===== src/rtl/player_input.sv =====
// 4x4 active-low keypad scanner with whole-frame debounce. Produces the latched
// one-hot player position, a start pulse and a key-present flag for game_controller.
module player_input #(
  parameter int SCAN_DIV        = 1000,
  parameter int DEBOUNCE_FRAMES = 3
) (
  input  logic       clk,
  input  logic       rst,
  input  logic [3:0] kp_row,
  input  logic       pos_rst,
  output logic [3:0] kp_col,
  output logic [8:0] box,
  output logic       start_op,
  output logic       key_down
);

  localparam int             CW         = $clog2(SCAN_DIV);
  localparam logic [CW-1:0]  CYC_LAST   = CW'(SCAN_DIV - 1);
  localparam logic [3:0]     STABLE_MAX = 4'(DEBOUNCE_FRAMES);
  localparam logic [8:0]     BOX_CENTRE = 9'b000010000;
  localparam int             START_BIT  = 3;

  logic [3:0]    row_meta_q, row_sync_q;
  logic [CW-1:0] cyc_q, cyc_d;
  logic [1:0]    col_q, col_d;
  logic [15:0]   frame_q, frame_d;
  logic [15:0]   prev_q, prev_d;
  logic [15:0]   commit_frame_q, commit_frame_d;
  logic [3:0]    stable_q, stable_d;
  logic          commit_q, commit_d;
  logic [8:0]    box_q, box_d;
  logic          start_q, start_d;
  logic          start_dly_q, start_dly_d;
  logic          key_down_q, key_down_d;

  logic          col_last;
  logic          frame_end;
  logic [15:0]   frame_new;
  logic [8:0]    cells;
  logic          one_cell;

  // Cell key (r, c) sits at frame bit 4r+c and maps to position bit 3r+c.
  for (genvar gi = 0; gi < 9; gi++) begin : g_cell
    assign cells[gi] = commit_frame_q[4*(gi/3) + (gi%3)];
  end

  assign one_cell = (cells != 9'd0) && ((cells & (cells - 9'd1)) == 9'd0);

  always_comb begin
    col_last       = (cyc_q == CYC_LAST);
    frame_end      = col_last && (col_q == 2'd3);
    cyc_d          = col_last ? '0 : cyc_q + 1'b1;
    col_d          = col_last ? col_q + 2'd1 : col_q;

    frame_new      = frame_q;
    if (col_last) begin
      for (int r = 0; r < 4; r++) begin
        frame_new[{2'(r), col_q}] = ~row_sync_q[r];
      end
    end
    frame_d        = frame_new;

    prev_d         = prev_q;
    stable_d       = stable_q;
    commit_frame_d = commit_frame_q;
    commit_d       = 1'b0;
    if (frame_end) begin
      prev_d = frame_new;
      if (frame_new != prev_q) begin
        stable_d = 4'd0;
      end else if (stable_q != STABLE_MAX) begin
        stable_d = stable_q + 4'd1;
      end
      // Commit only on the edge where the count first reaches the threshold.
      if (stable_d == STABLE_MAX && stable_q != STABLE_MAX && frame_new != commit_frame_q) begin
        commit_frame_d = frame_new;
        commit_d       = 1'b1;
      end
    end

    box_d = box_q;
    if (pos_rst) begin
      box_d = BOX_CENTRE;
    end else if (commit_q && one_cell) begin
      box_d = cells;
    end

    start_dly_d = commit_frame_q[START_BIT];
    start_d     = commit_frame_q[START_BIT] & ~start_dly_q;
    key_down_d  = |commit_frame_q;
  end

  always_ff @(posedge clk or negedge rst) begin
    if (!rst) begin
      row_meta_q     <= 4'hF;
      row_sync_q     <= 4'hF;
      cyc_q          <= '0;
      col_q          <= 2'd0;
      frame_q        <= 16'd0;
      prev_q         <= 16'd0;
      commit_frame_q <= 16'd0;
      stable_q       <= 4'd0;
      commit_q       <= 1'b0;
      box_q          <= BOX_CENTRE;
      start_q        <= 1'b0;
      start_dly_q    <= 1'b0;
      key_down_q     <= 1'b0;
    end else begin
      row_meta_q     <= kp_row;
      row_sync_q     <= row_meta_q;
      cyc_q          <= cyc_d;
      col_q          <= col_d;
      frame_q        <= frame_d;
      prev_q         <= prev_d;
      commit_frame_q <= commit_frame_d;
      stable_q       <= stable_d;
      commit_q       <= commit_d;
      box_q          <= box_d;
      start_q        <= start_d;
      start_dly_q    <= start_dly_d;
      key_down_q     <= key_down_d;
    end
  end

  assign kp_col   = ~(4'b0001 << col_q);
  assign box      = box_q;
  assign start_op = start_q;
  assign key_down = key_down_q;

endmodule


===== config.mk =====
export PLATFORM = sky130hd
export DESIGN_NAME = player_input
export DESIGN_NICKNAME = d
export VERILOG_FILES = /design/src/rtl/player_input.sv
export SDC_FILE = /design/constraint.sdc
export NUM_CORES = 1
export LEC_CHECK = 0
export CAP_MARGIN = 25
export CORE_MARGIN = 10
export CORE_UTILIZATION = 61
export CTS_BUF_LIST = sky130_fd_sc_hd__clkbuf_16
export DETAILED_ROUTE_END_ITERATION = 8
export GPL_ROUTABILITY_DRIVEN = 0
export PLACE_DENSITY = 0.87
export SYNTH_ARGS = -nofsm -noshare
export SYNTH_HDL_FRONTEND = slang
export SYNTH_SLANG_ARGS = --single-unit

===== constraint.sdc =====
create_clock -name clk -period 4.4 [get_ports clk]
set_input_delay 0.88 -clock clk [delete_from_list [all_inputs] [get_ports clk]]
set_output_delay 0.88 -clock clk [all_outputs]
set_load 0.03 [all_outputs]

==> results.json <==
{
  "nFillCells": 519,
  "avgRoutedWirePerCell_um": 20.4,
  "p_sw_frac": 0.225,
  "crit_fanout": 9,
  "finalSetupViolCount": 0,
  "drtPass1Iterations": 5,
  "post-cts-setup-buffers": 0,
  "period_share": 0.904,
  "die_x_um": 108,
  "rows": 32,
  "path_cells": "inv_1, ha_1, clkinv_1, o41ai_1, o311ai_1, nand2b_1, or4_4, a311oi_4, buf_6, mux2_2",
  "multiInputGateArea_sq_um": 2330,
  "hp-class": "reg -> reg",
  "syn_inst": 465,
  "cts.path.max_buffers": 2,
  "rsz0062_at_grt": "false",
  "cts_tree": "built",
  "start_kind": "flop",
  "hold_violations": 0,
  "synth-edff-count": 0,
  "cts.sinks": 85,
  "layout-drive-gt1-share": 0.120,
  "tns_ns": 0,
  "area_growth_pct": 10.6,
  "clk_latency_ns": 0.34,
  "clk_pin_slew_ns": 0.07,
  "finalMaxSlewViolations": 0,
  "pwr-share-seq": 0.524,
  "endpoint_kind": "flop",
  "slowest_delay_ns": 0.61,
  "place_hpwl_um": 8270,
  "die-area_sq_um": 11700,
  "route.detailed.drc": 0,
  "grt-ovfl-total": 0,
  "async_reset_ff_frac": 1.00,
  "maxCapViolCount": 0,
  "fin_skew_ns": 0.00778,
  "p_per_area_nw_per_um2": 291,
  "totalPowerFinal_uw": 1520,
  "ant_nets": 0,
  "peakVddDrop_mv": 0.223,
  "via_count": 3844,
  "grt_pass1_wl_um": 19700,
  "synth.net_count": 478,
  "antennaDiodeCount": 0,
  "via_per_inst": 6.55,
  "nets": 493,
  "power_frac_comb": 0.024,
  "cts_inserted_buffers": 9,
  "intPower_uw": 1180,
  "clkPwrFrac": 0.452,
  "synthFlopType": "dfrtp_1",
  "grt_max_degree": 86,
  "power.switching_uw": 343,
  "portBuffers": 21,
  "synth_area_leaders": "dfrtp_1 (40%), mux2i_1 (6.1%), dfstp_2 (5.0%)",
  "yosysSeqAreaShare": 0.451,
  "synth_area_leader_cell": "dfrtp_1",
  "slowest_stage": "a311oi_4",
  "ctsRootBufferMaster": "clkbuf_16",
  "critical_path_class": "reg -> reg",
  "cellLeakagePower_uw": 0.00241,
  "coreArea_sq_um": 7650,
  "fin_ws_ns": 0.424,
  "arrival_ns": 4.19,
  "ctsHoldBuffers": 0,
  "syn_area_sq_um": 4740,
  "cts_resized": 0,
  "synth_cell_types": 73,
  "first_iter_violations": 457,
  "pre_cts_ws_ns": 0.404,
  "cts_max_level": 3,
  "postSynthAreaPerCell_sq_um": 10.2,
  "ioPinCount": 22,
  "antenna_found_initial": 0,
  "yosysWarningCount": 0,
  "synth_top_area_frac": 0.401,
  "wl_um": 12000,
  "worst_pin_slew_ns": 0.645,
  "ys_ff_latch": 85,
  "initial_core_util": 0.620,
  "seq_area_sq_um": 2140,
  "relSlewSlack": 0.570,
  "fmax_ghz": 0.252,
  "required_ns": 4.61,
  "min_period_ns": 3.98,
  "run_status": "completed",
  "die_h_um": 108,
  "grt_pass1_vias": 3906,
  "grt_use_total": 0.213
}
## power groups by stage
| stage | clock, uW | sequential (uW) | combinational, uW |
|---|---|---|---|
| floorplan | 0 | 804 | 19.4 |
| finish | 689 | 799 | 36.8 |
| global route | 728 | 799 | 41.2 |
| global placement | 0 | 812 | 32.9 |
| detailed placement | 0 | 812 | 34.0 |
| CTS | 695 | 798 | 34.3 |
## synthesized netlist by cell type (3+ instances only)
cell type	instances
dfrtp_1	76
nor2_1	45
mux2i_1	29
nand2_1	28
inv_1	24
o21ai_0	20
xnor2_1	16
a21oi_1	15
nand3_1	14
nand2b_1	13
nand4_1	10
xor2_1	10
clkbuf_1	9
dfstp_2	9
mux2_4	9
nor3_1	9
mux2_2	8
nor2b_1	8
nor4_1	7
buf_6	6
ha_1	6
a211oi_1	5
a31oi_1	5
o22ai_1	5
o2bb2ai_1	5
a2111oi_0	3
a21o_1	3
a221oi_1	3
buf_2	3
o2111ai_1	3
o41ai_1	3
or3_1	3
## registers in the layout (all words and copies together) (netlist names)
| register | flops |
|---|---|
| cyc_q | 10 |
| start_dly_q | 1 |
| box | 9 |
| stable_q | 4 |
| frame_q | 16 |
| prev_q | 16 |
| row_sync_q | 4 |
| row_meta_q | 4 |
| commit_frame_q | 16 |
| key_down | 1 |
| start_op | 1 |
| commit_q | 1 |
| col_q | 2 |
## path summary, 6_finish.rpt
path / start / endpoint / slack [ns] / cells past startpoint
max: col_q[0] / commit_frame_q[15] / 0.42 / 10
min: row_meta_q[2] / row_sync_q[2] / 0.35 / 0
max reg2reg: col_q[0] / commit_frame_q[15] / 0.42 / 10
min reg2reg: row_meta_q[2] / row_sync_q[2] / 0.35 / 0
max in group asynchronous: rst / row_sync_q[3] / 3.33 / 2
min in group asynchronous: rst / cyc_q[4] / 0.42 / 1
## area by class of cell
type	instances	area share
clock buffer	9	0.0429
clock inverter	7	0.00787
inverter	26	0.0186
multi-input combinational	329	0.443
sequential	85	0.407
tap	102	0.0243
timing repair buffer	29	0.0556
## layer usage
layer | track usage | wire, um | up-vias
met1 | 0.266 | 4760 | 1828
met4 | 0.128 | 534 | 0
met5 | 0 | 0 | -
met3 | 0.0529 | 1230 | 67
met2 | 0.328 | 5450 | 244
li1 | - | - | 1705
## cell usage in the layout (no fill, tap or decap), types with 4 or more instances in the layout
master and count:
mux2_2 8, ha_1 6, o22ai_1 5, a31oi_1 5, buf_4 7, clkinv_1 4, nor2_1 45, nand3_1 14
xnor2_1 16, nand4_1 10, nand2_1 28, xor2_1 10, inv_1 25, mux2_4 9, clkbuf_16 9, a211oi_1 5
nor3_1 9, dfstp_2 9, mux2i_1 29, nand2b_1 13, nor4_1 6, clkdlybuf4s50_1 20, a21oi_1 15, nor2b_1 8
dfrtp_1 76, o2bb2ai_1 5, o21ai_0 20
## per-stage QoR
stage / utilization / cell area [sq um] / std cells / hold slack [ns]
global route: 0.686 / 5250 / 587 / 0.360
global placement: 0.646 / 4940 / 569 / 0.345
detailed placement: 0.646 / 4940 / 569 / 0.347
CTS: 0.681 / 5210 / 585 / 0.356
floorplan: - / 4740 / 465 / 0.345
finish: 0.686 / 5250 / 587 / 0.355
## cell families after synthesis
kind of cell / count (synthesis) / share of synthesized area
simple gates: 158 / 0.176
compound gates: 92 / 0.138
flops: 85 / 0.451
buf+inv: 51 / 0.0604
mux: 46 / 0.109
xor+xnor: 26 / 0.0480
fa+ha+maj: 7 / 0.0179
## worst max-delay path: cells and delay by family, from the launching register on
| family | cells | cell delay (ns) |
|---|---|---|
| buffers and inverters | 3 | 0.69 |
| adder cells (fa/ha/maj) | 1 | 0.39 |
| multiplexers | 1 | 0.35 |
| AO/OA/AOI/OAI | 3 | 1.27 |
| flip-flops | 1 | 0.40 |
| AND/OR/NAND/NOR | 2 | 0.75 |
(Power assumes the default switching activity.)
